**src/rtl/fifo_flow_if.sv**
```systemverilog
// Handshake, threshold and status bundle between a fifo_flow instance and its
// upstream/downstream logic. The slave side is the FIFO itself.
interface fifo_flow_if #(
    parameter int DATA_SIZE = 10,
    parameter int ADDR_SIZE = 3
);
    logic                 write;
    logic [DATA_SIZE-1:0] data_in;
    logic                 read;
    logic [ADDR_SIZE:0]   th_almost_full;
    logic [ADDR_SIZE:0]   th_almost_empty;
    logic                 err_clear;
    logic [DATA_SIZE-1:0] data_out;
    logic                 valid_out;
    logic [ADDR_SIZE:0]   count;
    logic                 fifo_empty;
    logic                 fifo_full;
    logic                 almost_empty;
    logic                 almost_full;
    logic                 fifo_pause;
    logic                 overflow_err;
    logic                 underflow_err;

    modport master (
        output write, data_in, read, th_almost_full, th_almost_empty, err_clear,
        input  data_out, valid_out, count, fifo_empty, fifo_full, almost_empty,
               almost_full, fifo_pause, overflow_err, underflow_err
    );

    modport slave (
        input  write, data_in, read, th_almost_full, th_almost_empty, err_clear,
        output data_out, valid_out, count, fifo_empty, fifo_full, almost_empty,
               almost_full, fifo_pause, overflow_err, underflow_err
    );
endinterface

```
**src/rtl/fifo_flow.sv**
```systemverilog
// Parametrised synchronous FIFO with programmable almost-full/almost-empty
// thresholds, hysteretic pause output, registered read data with valid strobe,
// and sticky software-clearable overflow/underflow flags.
module fifo_flow #(
    parameter int DATA_SIZE = 10,
    parameter int ADDR_SIZE = 3
) (
    input  logic        clk,
    input  logic        reset,
    fifo_flow_if.slave  bus
);
    localparam int unsigned DEPTH = 2 ** ADDR_SIZE;
    localparam logic [ADDR_SIZE:0] FULL_CNT = {1'b1, {ADDR_SIZE{1'b0}}};

    typedef enum logic {
        FLOW,
        PAUSED
    } pause_state_t;

    logic [DATA_SIZE-1:0] mem [DEPTH];
    logic [ADDR_SIZE-1:0] wr_ptr;
    logic [ADDR_SIZE-1:0] rd_ptr;
    logic [ADDR_SIZE:0]   count_q;
    logic [DATA_SIZE-1:0] data_q;
    logic                 valid_q;
    logic                 ovf_q;
    logic                 unf_q;
    logic                 empty;
    logic                 full;
    logic                 rd_acc;
    logic                 wr_acc;
    logic                 ovf_set;
    logic                 unf_set;
    pause_state_t         pause_q;
    pause_state_t         pause_d;

    assign empty   = (count_q == '0);
    assign full    = (count_q == FULL_CNT);
    assign rd_acc  = bus.read && !empty;
    assign wr_acc  = bus.write && (!full || rd_acc);
    assign ovf_set = bus.write && full && !rd_acc;
    assign unf_set = bus.read && empty;

    // Storage array; no reset needed since contents are only read when occupied.
    // On a full read+write wr_ptr equals rd_ptr, and the pop below samples the
    // old word before this write lands.
    always_ff @(posedge clk) begin
        if (wr_acc) begin
            mem[wr_ptr] <= bus.data_in;
        end
    end

    // Pointers, occupancy, registered read data and sticky error flags.
    always_ff @(posedge clk) begin
        if (!reset) begin
            wr_ptr  <= '0;
            rd_ptr  <= '0;
            count_q <= '0;
            data_q  <= '0;
            valid_q <= 1'b0;
            ovf_q   <= 1'b0;
            unf_q   <= 1'b0;
        end else begin
            valid_q <= rd_acc;
            if (rd_acc) begin
                data_q <= mem[rd_ptr];
                rd_ptr <= rd_ptr + 1'b1;
            end
            if (wr_acc) begin
                wr_ptr <= wr_ptr + 1'b1;
            end
            case ({wr_acc, rd_acc})
                2'b10:   count_q <= count_q + 1'b1;
                2'b01:   count_q <= count_q - 1'b1;
                default: count_q <= count_q;
            endcase
            ovf_q <= ovf_set || (ovf_q && !bus.err_clear);
            unf_q <= unf_set || (unf_q && !bus.err_clear);
        end
    end

    // Pause state register.
    always_ff @(posedge clk) begin
        if (!reset) begin
            pause_q <= FLOW;
        end else begin
            pause_q <= pause_d;
        end
    end

    // Pause hysteresis: assert at the almost-full threshold, release at almost-empty.
    always_comb begin
        pause_d = pause_q;
        case (pause_q)
            FLOW:    if (count_q >= bus.th_almost_full)  pause_d = PAUSED;
            PAUSED:  if (count_q <= bus.th_almost_empty) pause_d = FLOW;
            default: pause_d = FLOW;
        endcase
    end

    assign bus.data_out      = data_q;
    assign bus.valid_out     = valid_q;
    assign bus.count         = count_q;
    assign bus.fifo_empty    = empty;
    assign bus.fifo_full     = full;
    assign bus.almost_full   = (count_q >= bus.th_almost_full);
    assign bus.almost_empty  = (count_q <= bus.th_almost_empty) && !empty;
    assign bus.fifo_pause    = (pause_q == PAUSED);
    assign bus.overflow_err  = ovf_q;
    assign bus.underflow_err = unf_q;
endmodule

```
**src/flat_wrapper.sv**
```systemverilog
// flat-port wrapper written by rule: the top's interface ports become plain ports
module fifo_flow_flat 
#(
    parameter int DATA_SIZE = 10,
    parameter int ADDR_SIZE = 3
)
  (clk, reset, bus_write, bus_data_in, bus_read, bus_th_almost_full, bus_th_almost_empty, bus_err_clear, bus_data_out, bus_valid_out, bus_count, bus_fifo_empty, bus_fifo_full, bus_almost_empty, bus_almost_full, bus_fifo_pause, bus_overflow_err, bus_underflow_err);
  fifo_flow_if #(.DATA_SIZE(DATA_SIZE), .ADDR_SIZE(ADDR_SIZE)) bus_i ();
  input  logic clk;
  input  logic reset;
  input wire logic [$bits(bus_i.write)-1:0] bus_write;
  input wire logic [$bits(bus_i.data_in)-1:0] bus_data_in;
  input wire logic [$bits(bus_i.read)-1:0] bus_read;
  input wire logic [$bits(bus_i.th_almost_full)-1:0] bus_th_almost_full;
  input wire logic [$bits(bus_i.th_almost_empty)-1:0] bus_th_almost_empty;
  input wire logic [$bits(bus_i.err_clear)-1:0] bus_err_clear;
  output wire logic [$bits(bus_i.data_out)-1:0] bus_data_out;
  output wire logic [$bits(bus_i.valid_out)-1:0] bus_valid_out;
  output wire logic [$bits(bus_i.count)-1:0] bus_count;
  output wire logic [$bits(bus_i.fifo_empty)-1:0] bus_fifo_empty;
  output wire logic [$bits(bus_i.fifo_full)-1:0] bus_fifo_full;
  output wire logic [$bits(bus_i.almost_empty)-1:0] bus_almost_empty;
  output wire logic [$bits(bus_i.almost_full)-1:0] bus_almost_full;
  output wire logic [$bits(bus_i.fifo_pause)-1:0] bus_fifo_pause;
  output wire logic [$bits(bus_i.overflow_err)-1:0] bus_overflow_err;
  output wire logic [$bits(bus_i.underflow_err)-1:0] bus_underflow_err;
  assign bus_i.write = bus_write;
  assign bus_i.data_in = bus_data_in;
  assign bus_i.read = bus_read;
  assign bus_i.th_almost_full = bus_th_almost_full;
  assign bus_i.th_almost_empty = bus_th_almost_empty;
  assign bus_i.err_clear = bus_err_clear;
  assign bus_data_out = bus_i.data_out;
  assign bus_valid_out = bus_i.valid_out;
  assign bus_count = bus_i.count;
  assign bus_fifo_empty = bus_i.fifo_empty;
  assign bus_fifo_full = bus_i.fifo_full;
  assign bus_almost_empty = bus_i.almost_empty;
  assign bus_almost_full = bus_i.almost_full;
  assign bus_fifo_pause = bus_i.fifo_pause;
  assign bus_overflow_err = bus_i.overflow_err;
  assign bus_underflow_err = bus_i.underflow_err;
  fifo_flow #(.DATA_SIZE(DATA_SIZE), .ADDR_SIZE(ADDR_SIZE)) u_core (.clk(clk), .reset(reset), .bus(bus_i));
endmodule
```
**config.mk**
```make
export PLATFORM = sky130hd
export DESIGN_NAME = fifo_flow_flat
export DESIGN_NICKNAME = d
export VERILOG_FILES = /design/src/rtl/fifo_flow_if.sv /design/src/rtl/fifo_flow.sv /design/src/flat_wrapper.sv
export SDC_FILE = /design/constraint.sdc
export NUM_CORES = 1
export LEC_CHECK = 0
export CORE_MARGIN = 3
export CORE_UTILIZATION = 25
export CTS_CLUSTER_SIZE = 14
export DETAILED_ROUTE_END_ITERATION = 7
export HOLD_SLACK_MARGIN = 0.1
export PLACE_DENSITY = 0.39
export SYNTH_ARGS = -nofsm -noshare
export SYNTH_HDL_FRONTEND = slang
export SYNTH_SLANG_ARGS = --single-unit
```
**constraint.sdc**
```tcl
create_clock -name clk -period 3.2 [get_ports clk]
set_clock_uncertainty 0.15 [all_clocks]
set_input_delay 0.48 -clock clk [delete_from_list [all_inputs] [get_ports clk]]
set_output_delay 0.48 -clock clk [all_outputs]
set_load 0.1 [all_outputs]
```
==> results of run 1 <==
[kinds of logic (layout without fill, tap and decap cells)]
family / after synthesis / after routing
flops: 104 / 104
simple gates: 49 / 49
compound gates: 48 / 48
mux: 33 / 33
buf+inv: 26 / 86
fa+ha+maj: 11 / 11
xor+xnor: 4 / 4
[worst max-delay path by stage]
stage	from	to	slack (ns)	cells after the start
2_1_floorplan	u_core.bus.count[2]	u_core.mem[0][0]	0.006	5
3_3_place_gp	bus_write	u_core.mem[3][1]	0.45	3
3_5_place_dp	bus_write	u_core.mem[3][8]	0.39	3
4_1_cts	u_core.bus.count[0]	bus_almost_empty	0.51	7
5_1_grt	u_core.bus.count[0]	bus_almost_empty	0.35	7
6_report	u_core.bus.count[0]	bus_almost_empty	0.53	7
[routing by layer]
layer	global-route usage, %	vias up	share of wire, %
met5	0	-	0
li1	-	1168	-
met3	3.25	10	5.3
met1	15.6	1228	48
met4	3.33	0	1.2
met2	17.2	61	45
[cells in the mapped netlist, drive strengths merged (3+ instances only)]
cell type	number	area share, %
nor3	4	0.47
buf	7	0.93
ha	11	3.2
a21oi	18	2.1
a31oi	3	0.58
mux2i	13	3.0
dfxtp	24	11
edfxtp	80	56
nand2b	6	0.87
nor2b	6	0.87
xnor2	4	0.81
nor2	8	0.70
inv	10	0.87
and2	4	0.58
o21ai	17	2.1
nand2	10	0.87
clkbuf	8	0.70
mux4	20	10
[critical path: stages, from the launching register on]
cell and delay (ns):
dfxtp_1 0.51, inv_1 0.16, ha_1 0.22, inv_1 0.05, a21oi_1 0.05, o21ai_0 0.41, a21oi_4 0.11, buf_12 0.19
[power by group]
group | leakage (nW) | switching [mW] | internal, mW
sequential | 0.923 | 0.0640 | 1.56
combinational | 0.753 | 1.22 | 0.559
clock | 0.153 | 0.533 | 0.624
total | 1.83 | 1.82 | 2.74
[through the flow]
step | util (%) | instances | setup WS, ns | hold slack, ns | area, µm²
2_1_floorplan | - | 275 | 0.00624 | 0.320 | 4330
3_3_place_gp | 30.3 | 539 | 0.452 | 0.342 | 5050
3_5_place_dp | 30.3 | 539 | 0.388 | 0.347 | 5050
4_1_cts | 32.1 | 555 | 0.512 | 0.357 | 5370
5_1_grt | 32.1 | 555 | 0.350 | 0.403 | 5370
6_report | 32.1 | 555 | 0.525 | 0.361 | 5370
[layout make-up]
cell class	count	share of cell area (%)
clock inverter	7	1.59
tap	220	5.13
timing repair buffer	59	9.75
sequential	104	53.7
multi-input combinational	145	24.7
inverter	11	0.863
clock buffer	9	4.20
[registers in the layout, summed over array words and instances (netlist names)]
name,cells
u_core.mem,80
u_core.bus.data_out,10
u_core.bus.count,4
u_core.rd_ptr,3
u_core.wr_ptr,3
u_core.bus.fifo_pause,1
u_core.bus.overflow_err,1
u_core.bus.underflow_err,1
u_core.bus.valid_out,1
==> results by stage, run 1 <==
Outcome:
- The flow ran to the end, and the final reports show no timing, DRC or antenna violations.

Cells and area:
- The synthesis-to-finish area growth is 24.7%.
- Cells with a size suffix above 1 make up 24.2% of the layout.
- The count of inserted antenna diode cells is 0.
- The total of fill cells in the finished design is 1665.
- The most common cell after layout, fill and taps aside is edfxtp_1.
- In the final layout, the multi-input gates occupy 1330 µm².
- The sequential cell area is 2880 µm².
- The post-layout net count is 364.
- The top cell types in the final layout, fill and taps aside, are edfxtp_1 (80), buf_4 (35), dfxtp_1 (24).

Routing:
- The remaining antenna violation count after routing is 0.
- The first-pass iteration count of the detailed router is 4.
- Using the TritonRoute via totals, the vias-per-cell ratio works out to 4.45.
- The post-detailed-routing wire length is 9770 µm.
- In the routed design, unresolved DRC markers number 0.
- The initial detailed-routing violation count is 139.
- The total via count after detailed routing is 2467.
- In the final routed layout, each cell accounts on average for 17.6 µm.

Synthesis:
- The post-synthesis share of cell area spent on xor and xnor gates is 0.814%.
- The synthesized net count is 309.
- The synthesized design contains 80 enable-type register cells.
- The register bit count reported by yosys is 104.
- Measured against the total synthesized area, the mux share comes to 13.5%.
- After synthesis, the share of flip-flops with an asynchronous set or reset is 0%.
- The synthesized netlist cell count is 275.
- Of the total synthesized cell area, the portion taken by AND, OR, NAND and NOR gates is 6.19%.
- The synthesized netlist occupies a cell area of 4300 µm².
- Sequential cells were found to cover 67.0% of the synthesized design area.
- Of the total synthesized cell area, the portion taken by full adders, half adders and majority gates is 3.20%.
- The post-synthesis compound-gate area fraction is 6.63%.
- The synthesized area per cell is 15.7 µm².
- For this run, the number of Yosys warnings is 0.
- By area, the combinational part of the netlist is dominated by multiplexers.
- Counting distinct cell types in the post-synthesis netlist gives 41.
- For this run, the leading register cell type out of synthesis is edfxtp_1.

Die:
- The core outline area is 16700 µm².
- In this run the count of I/O pins placed on the die edge is 45.
- The vertical die dimension is 137 µm.
- The placement row count is 47.
- The die covers 18800 µm².
- The die is 137 µm wide.
- The initial standard-cell utilization of the core is 25.8%.

Global route:
- Global routing finished with a remaining overflow of 0.
- The via count of the first global-routing pass is 2617.
- The global-route usage over all layers is 11.3%.
- The initial antenna violation count is 0.
- The largest net degree at the start of global routing is 23.
- The global-route wire length before repair is 15500 µm.

Min path:
- The worst hold path was traced through 2 stages.
- The tightest min-delay check is of the flip-flop to flip-flop type.
- The worst hold path begins at u_core.wr_ptr[0].
- The worst hold path terminates at u_core.wr_ptr[0].

CTS:
- For this design, the sink count on the clock tree is 104.
- CTS built an H-tree with a depth of 3.
- After clock tree synthesis, the clock-pin slew on the worst setup and hold paths is 0.07 ns.
- The longest clock path from root to sink contains 2 buffers.
- Clock tree synthesis selected as its root buffer the cell clkbuf_16.
- The buffers inserted during post-CTS setup optimization is 0.
- Clock latency on the worst-skew pair, taken at its later pin, is 0.35 ns.
- The CTS tree is done.
- The hold buffer count at CTS is 0.
- In this run, post-CTS repair resized a total of 0 instances.
- Clock tree synthesis inserted a total of 9 buffers.

Worst setup path:
- The largest fanout of any net on the critical path is 9.
- The critical path startpoint category is a flip-flop.
- The register-to-register setup slack is 0.85 ns.
- The category of the most critical setup path is flip-flop to output pin.
- STA classifies the critical path endpoint as an output pin.
- The endpoint of the worst register-to-register path is u_core.bus.count[2].
- The arrival time at the worst endpoint is 2.04 ns.
- STA puts the critical path data required time at 2.57 ns.
- The launch point of the worst reg-to-reg path is u_core.bus.count[3].
- Measured in cells, the most critical reg-to-reg path has a length of 8.

Timing:
- In the finished design, the share of the clock period the worst path needs comes to 83.6%.
- The final-report hold violation count is 0.
- The final sum of negative setup slack is 0 ns.
- For the pin with the worst max-slew slack, the measured transition is 0.975 ns.
- Counting I/O delays and the setup requirement, the final critical path takes 2.67 ns.
- The total setup violations reported at the end of the flow is 0.
- The final number of max-transition violations is 0.
- The highest achievable clock rate is 0.374 GHz.
- Setup repair after global routing left no endpoint under its margin.
- Measured against its own limit, the worst slew margin works out to 34.7%.

Placed design:
- Detailed placement ended at an HPWL of 6290 µm.
- The final weighted congestion in routability-driven placement is 0.741.
- The count of buffers added on input and output ports is 44.

Power:
- Total power for the finished layout comes to 4.56 mW.
- Dividing total power by cell area gives a power density of 850 nW/µm².
- The worst voltage drop across the vdd grid is 0.000514 V.
- The leakage power is 1.83 nW.

Run:
- The tool flagged a number of max-cap violations equal to 0.
Note: power is estimated with default switching activity, not from simulation.
==> run 2: changes to the inputs <==
--- a/config.mk
+++ b/config.mk
@@ -10,7 +10,7 @@
 export CTS_CLUSTER_SIZE = 14
 export DETAILED_ROUTE_END_ITERATION = 7
 export HOLD_SLACK_MARGIN = 0.1
-export PLACE_DENSITY = 0.39
+export PLACE_DENSITY = 0.4
 export SYNTH_ARGS = -nofsm -noshare
 export SYNTH_HDL_FRONTEND = slang
 export SYNTH_SLANG_ARGS = --single-unit
==> constraint.sdc (replaced) <==
create_clock -name clk -period 2.34 [get_ports clk]
set_clock_uncertainty 0.15 [all_clocks]
set_input_delay 0.351 -clock clk [delete_from_list [all_inputs] [get_ports clk]]
set_output_delay 0.351 -clock clk [all_outputs]
set_load 0.1 [all_outputs]
==> run 2 against run 1 <==
First-iteration DRC count fell by 22%. Core utilization rose by 1.5 points. Clock-buffer cell count rose by 1. Worst hold slack improved by 0.0052 ns. Clock power rose by 34%. Wire length fell by 1.2%. Global-route usage fell by 0.40 points. Final area rose by 4.6%. Die area did not move. Sequential share of layout area fell by 2.1 points. Sequential power rose by 38%. Non-clock buffer count rose by 11. Largest power group unchanged. Highest routed layer unchanged.
==> results by stage, run 2 (same netlist as run 1, synthesis figures left out) <==
Outcome:
- Status: completed (unchanged).

Placed design:
- The cell total after placement was 550 (was 539).
- The half-perimeter wire length of the detailed placement result is 6280 µm (was 6290 µm).
- The final weighted congestion in routability-driven placement is 0.711 (was 0.741).
- The number of buffers inserted by port buffering is 44 (unchanged).

Timing:
- The final number of max-transition violations is 0 (unchanged).
- The final-report hold violation count is 0 (unchanged).
- The hold slack is 0.366 ns (was 0.361 ns).
- The period utilization is 97.1%.
- The transition at the pin with the smallest max-transition slack was 0.392 ns (was 0.975 ns).
- Unrepaired setup endpoints after global routing: false (unchanged).
- The tightest slew margin relative to the limit is 73.6% (was 34.7%).
- For the finished layout, the period the worst path requires is 2.27 ns.
- For this run, the top clock speed supported by timing is 0.440 GHz.
- The total setup violations reported at the end of the flow came to 0 (unchanged).
- The final sum of negative setup slack was 0 ns (unchanged).

Power:
- The relative contribution of the clock network to total power came to 24.3% (was 25.4%).
- The switching part of the total came to 39.2% (was 39.9%).
- The power spent charging and discharging nets came to 2.50 mW (was 1.82 mW).
- The total design power came to 6.37 mW (was 4.56 mW).
- The worst voltage drop across the vdd grid is 0.000684 V (was 0.000514 V).
- The leakage power came to 1.92 nW (was 1.83 nW).
- The internal power contribution is 3.88 mW (was 2.74 mW).
- The fraction of power consumed by combinational cells was 40.7% (was 39.1%).
- The power density over the cells was 1140 nW/µm² (was 850 nW/µm²).
- The sequential cell fraction of total power is 35.0% (was 35.6%).

Die:
- The core outline area is 16700 µm² (unchanged).
- The placement row count came to 47 (unchanged).
- The floorplan die area was 18800 µm² (unchanged).
- The chip width is 137 µm (unchanged).
- The vertical die dimension was 137 µm (unchanged).
- The I/O pin count is 45 (unchanged).
- The initial standard-cell utilization of the core came to 25.8% (unchanged).

Worst setup path:
- The critical path startpoint category is an input pin (was flip-flop).
- The combined buffer and inverter count along the critical path is 3 (unchanged).
- The worst setup path startpoint is bus_th_almost_empty[3] (was u_core.bus.count[0]).
- The launch point of the worst reg-to-reg path is u_core.bus.count[0] (was u_core.bus.count[3]).
- The required time at the endpoint of the critical path was 1.84 ns (was 2.57 ns).
- The largest fanout of any net on the critical path was 3 (was 9).
- The category of the most critical setup path is input pin to output pin (was flip-flop to output pin).
- Cells traversed along the worst timing path: clkdlybuf4s50_1 -> inv_1 -> ha_1 -> a21oi_2 -> o21ai_2 -> a21oi_4 -> buf_12 (was inv_1 -> ha_1 -> inv_1 -> a21oi_1 -> o21ai_0 -> a21oi_4 -> buf_12).
- The largest incremental delay on the critical path is 0.46 ns (was 0.51 ns).
- The cell type of the slowest stage on the worst timing path is clkdlybuf4s50_1 (was dfxtp_1).
- The family with the most delay on the worst path was buffers and inverters (was compound AO/OA/AOI/OAI gates).
- The nature of the critical path endpoint was an output pin (unchanged).
- The arrival time at the worst endpoint came to 1.77 ns (was 2.04 ns).
- The register-to-register setup slack is 0.26 ns (was 0.85 ns).

Global route:
- The via count of the first global-routing pass is 2528 (was 2617).
- The initial antenna violation count was 0 (unchanged).
- The remaining global-route overflow is 0 (unchanged).
- The global-route wire length before repair was 14900 µm (was 15500 µm).
- The global-route usage over all layers is 10.9% (was 11.3%).
- The largest net degree at the start of global routing is 23 (unchanged).

Cells and area:
- Most frequent cells in the layout: edfxtp_1 (80), buf_4 (38), clkdlybuf4s50_1 (22) (was edfxtp_1 (80), buf_4 (35), dfxtp_1 (24)).
- The total of fill cells in the finished design is 1663 (was 1665).
- The count of inserted antenna diode cells is 0 (unchanged).
- The most common cell after layout, fill and taps aside is edfxtp_1 (unchanged).
- The share of final-layout standard cells stronger than drive strength 1 is 30.9% (was 24.2%).
- The post-layout net count is 375 (was 364).
- The number of flip-flops in the largest register is 80 (unchanged).
- The register with the highest flop count is u_core.mem (unchanged).
- The synthesis-to-finish area growth is 30.3% (was 24.7%).
- The number of cells in the finished layout apart from fillers is 566 (was 555).

CTS:
- The clock latency of the later-clocked register in the worst-skew pair is 0.35 ns (about the same).
- The number of buffers inserted during clock tree synthesis came to 9 (unchanged).
- The clock-pin slew reported for the worst setup and hold paths after clock tree synthesis is 0.07 ns (about the same).
- The hold buffer count at CTS was 0 (unchanged).
- The number of levels the H-tree was split into is 3 (unchanged).
- The maximum buffer depth of the clock tree is 2 (unchanged).
- The CTS tree is done (unchanged).
- The number of sinks handled by clock tree synthesis is 104 (unchanged).
- The buffer type at the clock tree root is clkbuf_16 (unchanged).
- The buffers inserted during post-CTS setup optimization is 0 (unchanged).

Min path:
- The type of the most critical hold path is flip-flop to flip-flop (unchanged).
- The hold path startpoint was u_core.wr_ptr[0] (unchanged).

Routing:
- The highest signal layer in the routed design is met4 (unchanged).
- The initial detailed-routing violation count came to 109 (was 139).
- The detailed-route DRC error count is 0 (unchanged).
- The post-detailed-routing wire length came to 9660 µm (was 9770 µm).
- The total length of routed met3 wires came to 410 µm (was 515 µm).
- The wire length the detailed router placed on met1 is 4720 µm (about the same).
- The mean number of vias per cell is 4.42 (was 4.45).
- The met2 wirelength from detailed routing is 4380 µm (was 4420 µm).
- The routed length per placed instance is 17.1 µm (was 17.6 µm).
- The first-pass iteration count of the detailed router is 4 (unchanged).
- The remaining antenna violation count after routing is 0 (unchanged).
- The total via count after detailed routing was 2504 (was 2467).

Run:
- The total of max-cap violations was 0 (unchanged).
-- run 2: cell types whose count changed in the layout (fill, tap and decap cells not counted), moves of 2 or more --
cell,before,now
buf_12,2,10
dfxtp_1,24,20
dfxtp_4,0,4
buf_4,35,38
inv_8,3,0
nor2_1,8,5
nor2_2,0,3
nor3_1,4,1
a21oi_1,17,15
a21oi_2,0,2
nor3_2,0,2
-- run 2: worst register-to-register path, stage by stage (launching register included) --
cell and delay, ns:
dfxtp_4 0.38, or4_4 0.59, clkinv_8 0.10, nor3_2 0.04, a21o_1 0.15, ha_2 0.18, nor4_2 0.17, a31oi_2 0.08
mux2i_1 0.13
-- run 2: metal layers --
layer  vias to the layer above  GRT usage [%]
li1                       1189              -
met1                      1251           14.9
met2                        53           16.5
met3                        11           2.89
met4                         0           4.16
met5                         -              0
-- run 2: final timing paths --
check	endpoint	cells after the start
max	bus_almost_empty	7
min	u_core.wr_ptr[0]	2
max reg2reg	u_core.bus.count[2]	8
min reg2reg	u_core.wr_ptr[0]	2
-- run 2: timing repair --
action | CTS | global route
endpoints found under the setup margin | 1 | 2
pin swaps | 0 | 0
resized for setup | 1 | 3
-- run 2: per-stage QoR --
stage                     setup WS, ns  area (µm²)  utilization, %
after CTS                       0.0213        5600            33.5
after global placement         -0.0226        5290            31.7
after detailed placement       -0.0455        5290            31.7
final                           0.0673        5610            33.6
after global routing            0.0191        5610            33.6
after floorplan                0.00266        4390               -
-- run 2: area by class of cell --
cell class,instances,area (µm²),area share [%]
sequential,104,2900,51.7
clock buffer,10,239,4.26
inverter,11,53.8,0.959
multi-input combinational,145,1370,24.4
clock inverter,6,68.8,1.23
tap,220,275,4.91
timing repair buffer,70,706,12.6
-- run 2: power groups by stage --
stage | Sequential [mW] | Combinational [mW] | Clock (mW)
2_1_floorplan | 3.00 | 1.18 | 0
3_3_place_gp | 2.28 | 2.63 | 0
3_5_place_dp | 2.28 | 2.63 | 0
4_1_cts | 2.24 | 2.63 | 1.60
5_1_grt | 2.25 | 2.76 | 1.68
6_report | 2.23 | 2.59 | 1.55
